<file path="src/rtl/next_pc_unit.sv">
// Next-PC selection for the fetch stage: sequential, branch, register-indirect and
// memory-indirect targets, plus the N/Z status flags that conditional branches test.
module next_pc_unit #(
   parameter logic [31:0] RESET_PC = 32'h00000000
) (
   input  logic        clk,
   input  logic        rst_n,
   input  logic        stall,
   input  logic [2:0]  status,
   input  logic [31:0] alu_result,
   input  logic        alu_zero,
   input  logic        flag_we,
   input  logic [31:0] imm,
   input  logic [31:0] rs_data,
   input  logic [31:0] mem_data,
   output logic [31:0] pc,
   output logic [31:0] pc_plus4,
   output logic        taken,
   output logic        link_we,
   output logic [31:0] link_data,
   output logic        flag_n,
   output logic        flag_z
);

   localparam logic [2:0] ST_SEQ   = 3'b000;
   localparam logic [2:0] ST_BMN   = 3'b001;
   localparam logic [2:0] ST_BRZ   = 3'b010;
   localparam logic [2:0] ST_BZ    = 3'b011;
   localparam logic [2:0] ST_JMOR  = 3'b100;
   localparam logic [2:0] ST_JALM  = 3'b101;
   localparam logic [2:0] ST_JSPAL = 3'b110;
   localparam logic [2:0] ST_BEQ   = 3'b111;

   logic [31:0] pc_q, pc_d;
   logic        flag_n_q, flag_n_d;
   logic        flag_z_q, flag_z_d;
   logic [31:0] brTarget;
   logic [31:0] rsTarget;
   logic [31:0] memTarget;
   logic        takenSel;

   assign pc_plus4  = pc_q + 32'd4;
   assign brTarget  = pc_plus4 + {imm[29:0], 2'b00};
   assign rsTarget  = {rs_data[31:2], 2'b00};
   assign memTarget = {mem_data[31:2], 2'b00};

   // Conditional branches look at the flags as registered before this edge,
   // so a flag update carried by the same instruction cannot affect its own branch.
   always_comb begin
      takenSel = 1'b0;
      pc_d     = pc_plus4;
      case (status)
         ST_BEQ:   takenSel = alu_zero;
         ST_BMN:   takenSel = flag_n_q;
         ST_BRZ:   takenSel = flag_z_q;
         ST_BZ:    takenSel = flag_z_q;
         ST_JMOR, ST_JALM, ST_JSPAL: takenSel = 1'b1;
         default:  takenSel = 1'b0;
      endcase
      if (takenSel) begin
         case (status)
            ST_BEQ, ST_BZ: pc_d = brTarget;
            ST_BRZ:        pc_d = rsTarget;
            default:       pc_d = memTarget;
         endcase
      end
   end

   always_comb begin
      flag_n_d = flag_n_q;
      flag_z_d = flag_z_q;
      if (flag_we) begin
         flag_n_d = alu_result[31];
         flag_z_d = (alu_result == 32'd0);
      end
   end

   always_ff @(posedge clk or negedge rst_n) begin
      if (!rst_n) begin
         pc_q     <= RESET_PC;
         flag_n_q <= 1'b0;
         flag_z_q <= 1'b0;
      end else if (!stall) begin
         pc_q     <= pc_d;
         flag_n_q <= flag_n_d;
         flag_z_q <= flag_z_d;
      end
   end

   assign pc        = pc_q;
   assign taken     = takenSel;
   assign link_we   = (status == ST_JMOR || status == ST_JALM || status == ST_JSPAL) && !stall;
   assign link_data = pc_plus4;
   assign flag_n    = flag_n_q;
   assign flag_z    = flag_z_q;

endmodule

</file>
<file path="config.mk">
export PLATFORM = sky130hd
export DESIGN_NAME = next_pc_unit
export DESIGN_NICKNAME = d
export VERILOG_FILES = /design/src/rtl/next_pc_unit.sv
export SDC_FILE = /design/constraint.sdc
export NUM_CORES = 1
export LEC_CHECK = 0
export BUFFER_PORTS_ARGS = -buffer_cell sky130_fd_sc_hd__buf_2
export CAP_MARGIN = 10
export CORE_ASPECT_RATIO = 1.5
export CORE_UTILIZATION = 48
export DETAILED_ROUTE_END_ITERATION = 16
export PLACE_DENSITY = 0.92
export SYNTH_ARGS = -nofsm -noshare
export SYNTH_HDL_FRONTEND = slang
export SYNTH_SLANG_ARGS = --single-unit
</file>
<file path="constraint.sdc">
create_clock -name clk -period 5.1 [get_ports clk]
set_clock_uncertainty 0.1 [all_clocks]
set_input_delay 0.765 -clock clk [delete_from_list [all_inputs] [get_ports clk]]
set_output_delay 0.765 -clock clk [all_outputs]
set_load 0.005 [all_outputs]
</file>
==> results of run 1 <==
state kept, by name (all words and copies together) (netlist names):
register	flops
flag_z	1
pc	30
flag_n	1
worst paths after layout:
path | from | to | slack (ps)
setup / recovery | pc[2]$_DFFE_PN0N_ | pc[31]$_DFFE_PN0N_ | 330
max in group asynchronous | rst_n | pc[19]$_DFFE_PN0N_ | 3890
hold reg to reg | flag_n$_DFFE_PN0P_ | flag_n$_DFFE_PN0P_ | 430
min in group asynchronous | rst_n | pc[17]$_DFFE_PN0N_ | 490
hold / removal | flag_n$_DFFE_PN0P_ | flag_n$_DFFE_PN0P_ | 430
setup reg to reg | pc[2]$_DFFE_PN0N_ | pc[31]$_DFFE_PN0N_ | 330
metal layers:
layer  wire length [µm]  up-vias  global-route usage [%]
met5                  0        -                       0
met4                734        0                    18.0
met3               1090       54                    2.94
met2               8390      303                    55.4
met1               5940     2588                    34.4
li1                   -     2654                       -
stage by stage:
step,instances,hold WS [ps],utilization [%]
5_1_grt,920,476,62.0
3_3_place_gp,912,406,60.1
3_5_place_dp,912,425,60.1
6_report,920,430,62.0
4_1_cts,920,436,62.0
2_1_floorplan,641,369,-
layout make-up:
class                      instances  area [µm²]
fill                             873        3560
timing repair buffer             229        1160
clock buffer                       7         153
tap                              112         140
inverter                          14        52.6
sequential                        32         801
clock inverter                     1        30.0
multi-input combinational        525        3470
logic make-up (layout without fill, tap and decap cells):
| kind of cell | after synthesis | in the layout | synth area share (%) |
|---|---|---|---|
| AOI/OAI and AO/OA | 213 | 213 | 30.6 |
| muxes | 4 | 4 | 0.877 |
| buffers and inverters | 84 | 251 | 9.81 |
| other | 1 | 6 | 0.0797 |
| adders and majority gates | 35 | 35 | 9.46 |
| xor gates and xnor gates | 49 | 49 | 9.44 |
| DFF | 32 | 32 | 17.0 |
| and+or+nand+nor | 218 | 218 | 22.8 |
power by group through the flow:
stage	Clock [mW]	Combinational [mW]	Sequential (mW)
6_report	0.373	1.32	0.420
5_1_grt	0.393	1.45	0.431
2_1_floorplan	0	0.956	0.403
3_3_place_gp	0	1.28	0.416
4_1_cts	0.376	1.31	0.415
3_5_place_dp	0	1.30	0.419
cells in the final DEF, fill, tap and decap left out, types with 6 or more instances in the layout:
cell and instances:
buf_4 6, a31oi_1 9, o22ai_1 9, inv_1 13
a221oi_1 9, conb_1 6, o211ai_1 6, nor3_1 10
ha_1 34, o21ai_1 7, buf_2 223, xor2_1 18
a22oi_1 7, xnor2_1 29, nand3_1 28, nand4_1 8
nor4_1 11, and3_1 18, o21ai_0 43, dfrtp_1 32
a21oi_1 61, a21o_1 10, nand2_1 58, nand2b_1 9
a211oi_1 7, nor2_1 53, o21bai_1 6
worst reg2reg max path, delay by kind of cell, from the launching register on:
family          cells  cell delay, ps
fa+ha+maj           2             670
xor+xnor            2             490
compound gates      5            1320
flops               1             420
simple gates        6            1390
mux                 1             230
==> metrics.md, run 1 <==
| Metric | Value |
|---|---|
| Post-CTS Resized | `0` |
| P_leak | `2.72 nW` |
| Post-detail-place hpwl | `12,700 µm` |
| Unique cell type count in the Yosys netlist | `74` |
| Comb pwr share | `62.5%` |
| Die area | `10,200 µm²` |
| Yosys reg bits | `32` |
| Crit-path max cell delay | `470 ps` |
| Worst slew pin tran | `829 ps` |
| Post-synth top area share | `17.0%` |
| Post-DP Area | `5620 µm²` |
| GPL Wtd Cong | `0.980` |
| Post-synth EDFFs | `0` |
| WL per Instance | `17.6 µm` |
| Max VDD drop | `0.239 mV` |
| Final WL | `16,200 µm` |
| Worst min path class | `reg -> reg` |
| I/O pin total | `236` |
| Die Ht | `123 µm` |
| Via density | `6.09` |
| Critical Path Start Type | `flip-flop` |
| Max Cap Viol | `0` |
| Core region area | `9360 µm²` |
| Pin count of the biggest net entering global routing | `42` |
| Port bufs | `223` |
| Worst R2R Path Depth | `16` |
| DRC | `0` |
| Htree depth | `2` |
| CTS buffer count | `5` |
| Rel. slew slack | `44.7%` |
| Power per cell area | `364 nW/µm²` |
| Switching Share | `45.7%` |
| Flop pwr share | `19.9%` |
| Most common cell in the synthesized netlist | `a21oi_1` |
| CTS tree | `built` |
| Grt total ovfl | `0` |
| Fin worst setup slack | `329 ps` |
| Arrival time worst endpoint | `4800 ps` |
| Synthesis Warnings | `0` |
| Post-synthesis sequential area ratio | `17.0%` |
| CP Depth | `16` |
| Critical path type | `reg -> reg` |
| Post-route setup TNS | `0 ps` |
| Post-Synthesis Cell Area | `4710 µm²` |
| Switching power | `0.966 mW` |
| Max Root-Sink Buffers | `2` |
| Status | `completed` |
| RSZ-0062 raised after global routing | `false` |
| All-layer global routing usage | `30.4%` |
| Share of cells above drive strength 1 | `32.7%` |
| Setup Slack @ Placement | `445 ps` |
| Tcrit/Tclk final | `93.6%` |
| CP top delay family | `simple AND/OR/NAND/NOR gates` |
| Clk sinks | `32` |
| Skew-Pair Late Insertion Delay | `280 ps` |
| Clock-pin slew on the worst setup and hold paths | `50 ps` |
| Final Max Tran Viols | `0` |
| Ant diodes | `0` |
| Crit path time final | `4770 ps` |
| Fmax | `210 MHz` |
| WP data required | `5130 ps` |
| DR pass1 iterations | `5` |
| Postcts setup bufs | `0` |
| Initial antenna violation count | `0` |
| Starting DRT DRC Count | `303` |
| CP max stage cell | `a211oi_2` |
| CTS Root Cell | `clkbuf_16` |
| Hold_buf cts | `0` |
| Buffers plus inverters on the worst setup path | `0` |
| Worst Path Max Fanout | `7` |
| Final Instance Area | `5810 µm²` |
| Vias in the first global route | `5,067` |
| Clock network power share | `17.7%` |
| Starting Density | `50.3%` |
| Synth top cells by count | `a21oi_1 (61), nand2_1 (58), nor2_1 (53)` |
| Largest cells by area after synthesis | `dfrtp_1 (17%), ha_1 (9.0%), a21oi_1 (6.5%)` |
| Final setup vio count | `0` |
| Vias | `5,599` |
| Die width | `82.9 µm` |
| Dominant synthesized flop cell | `dfrtp_1` |
| Synth area leader | `dfrtp_1` |
| CP Capture Type | `flip-flop` |
| Ys async rst share | `100%` |
| Total chip power | `2.11 mW` |
| Internal Power | `1.15 mW` |
| CP cell instances | `ha_1, nand3_1, nor2_1, nand3_1, nor2_1, and4_1, xor2_1, ha_1, a21o_1, a2111oi_2, nor3_1, a211oi_2, o41ai_2, xor2_1, mux2i_1, o31ai_2` |
| Nets | `978` |
| Area grow syn2layout | `23.3%` |
| Antenna viol nets, final | `0` |
| Hold Crit Depth | `1` |
| Mean Syn Cell Area | `7.40 µm²` |
| Post-Syn Instances | `636` |
| Final-report hold violation count | `0` |
| Rows | `43` |
| First-pass GRT wire length | `24,600 µm` |
No activity file was read; power rests on OpenSTA's default activity.
==> run 2: changes to the inputs <==
Settings changed: CTS_BUF_LIST from default to sky130_fd_sc_hd__clkbuf_8.
==> metrics.md, run 2 (same netlist as run 1, synthesis figures left out) <==
| Metric | Value |
|---|---|
| Status | `completed` |
| CP top delay family | `simple AND/OR/NAND/NOR gates` |
| Die area | `10,200 µm²` |
| GPL Wtd Cong | `0.980` |
| Start point of the critical path | `pc[2]$_DFFE_PN0N_` |
| Tcrit/Tclk final | `93.4%` |
| Clock-pin slew on the worst setup and hold paths | `70 ps` |
| Crit path capture | `pc[31]$_DFFE_PN0N_` |
| Htree depth | `2` |
| First-pass GRT wire length | `24,700 µm` |
| Critical R2R Launch | `pc[2]$_DFFE_PN0N_` |
| Post-DP Area | `5620 µm²` |
| Commonest cells after routing, fill and taps aside | `buf_2 (223), a21oi_1 (61), nand2_1 (58)` |
| Max reg flops | `30` |
| Starting DRT DRC Count | `316` |
| CP cell instances | `ha_1, nand3_1, nor2_1, nand3_1, nor2_1, and4_1, xor2_1, ha_1, a21o_1, a2111oi_2, nor3_1, a211oi_2, o41ai_2, xor2_1, mux2i_1, o31ai_2` |
| Rows | `43` |
| DR pass1 iterations | `5` |
| Max Cap Viol | `0` |
| Core region area | `9360 µm²` |
| Grt total ovfl | `0` |
| Die width | `82.9 µm` |
| Final setup vio count | `0` |
| Worst slew pin tran | `844 ps` |
| Crit path time final | `4770 ps` |
| Die Ht | `123 µm` |
| Vias in the first global route | `5,094` |
| Worst min path class | `reg -> reg` |
| P_leak | `2.69 nW` |
| DRC | `0` |
| Post-route setup TNS | `0 ps` |
| Hold_buf cts | `0` |
| Postcts setup bufs | `0` |
| Post-CTS Resized | `0` |
| CTS buffer count | `5` |
| Worst R2R Path Depth | `16` |
| CP Capture Type | `flip-flop` |
| CP Depth | `16` |
| CTS Root Cell | `clkbuf_8` |
| Vias | `5,549` |
| CP max stage cell | `a211oi_2` |
| WL per Instance | `17.6 µm` |
| Fmax | `210 MHz` |
| Nets | `978` |
| Area grow syn2layout | `22.1%` |
| Final-report hold violation count | `0` |
| Initial antenna violation count | `0` |
| WP data required | `5140 ps` |
| Most common cell after layout, fill and taps aside | `buf_2` |
| Max Root-Sink Buffers | `2` |
| Antenna viol nets, final | `0` |
| Share of cells above drive strength 1 | `32.7%` |
| Final Max Tran Viols | `0` |
| Rel. slew slack | `43.7%` |
| Starting Density | `50.3%` |
| Clk sinks | `32` |
| Fill count | `878` |
| Final Core Density | `61.4%` |
| Max VDD drop | `0.223 mV` |
| Pin count of the biggest net entering global routing | `42` |
| Final WL | `16,200 µm` |
| RSZ-0062 raised after global routing | `false` |
| Ant diodes | `0` |
| I/O pin total | `236` |
| Final Instance Area | `5750 µm²` |
| CTS tree | `built` |
| Buffers plus inverters on the worst setup path | `0` |
| Worst Path Max Fanout | `7` |
| Critical path type | `reg -> reg` |
| Crit-path max cell delay | `460 ps` |
| RR Endpoint | `pc[31]$_DFFE_PN0N_` |
| R2r setup slk | `330 ps` |
| Arrival time worst endpoint | `4810 ps` |
| Post-detail-place hpwl | `12,700 µm` |
| Critical Path Start Type | `flip-flop` |
| Power per cell area | `351 nW/µm²` |
| Port bufs | `223` |
| Via density | `6.03` |
| All-layer global routing usage | `30.4%` |
| Hold Slack | `435 ps` |
| Skew-Pair Late Insertion Delay | `290 ps` |
==> run 2: layout make-up <==
| cell class | instances | area, µm² | area share, % |
|---|---|---|---|
| clock buffers | 7 | 96.3 | 1.68 |
| clock inverters | 1 | 30.0 | 0.522 |
| inverters | 14 | 52.6 | 0.914 |
| multi-input cells | 525 | 3470 | 60.3 |
| flip-flops and latches | 32 | 801 | 13.9 |
| well taps | 112 | 140 | 2.44 |
| repair buffers | 229 | 1160 | 20.2 |
==> run 2: per-layer routing <==
| metal | global-route usage [%] | vias to the layer above | routed length [µm] |
|---|---|---|---|
| met2 | 56.6 | 276 | 8500 |
| met1 | 34.1 | 2574 | 6020 |
| li1 | - | 2646 | - |
| met4 | 16.5 | 0 | 633 |
| met3 | 2.94 | 53 | 1040 |
| met5 | 0 | - | 0 |
==> run 2: per-stage QoR <==
stage	worst slack, ps	total power [mW]	std cells
3_3_place_gp	597	1.69	912
4_1_cts	425	2.00	920
6_report	334	2.02	920
2_1_floorplan	1130	1.36	641
5_1_grt	14.5	2.18	920
3_5_place_dp	445	1.72	912
==> run 2: power by group <==
part / switching [mW] / internal [mW]
sequential: 0.105 / 0.314
combinational: 0.746 / 0.575
clock: 0.106 / 0.173
==> run 2: worst min-delay path by stage <==
| stage | from | to | slack (ps) | cells past startpoint |
|---|---|---|---|---|
| 6_report | flag_n$_DFFE_PN0P_ | flag_n$_DFFE_PN0P_ | 430 | 1 |
| 3_5_place_dp | flag_n$_DFFE_PN0P_ | flag_n$_DFFE_PN0P_ | 420 | 1 |
| 5_1_grt | flag_z$_DFFE_PN0P_ | flag_z$_DFFE_PN0P_ | 480 | 2 |
| 4_1_cts | flag_n$_DFFE_PN0P_ | flag_n$_DFFE_PN0P_ | 440 | 1 |
| 2_1_floorplan | rst_n | flag_n$_DFFE_PN0P_ | 370 | 0 |
| 3_3_place_gp | flag_z$_DFFE_PN0P_ | flag_z$_DFFE_PN0P_ | 410 | 2 |
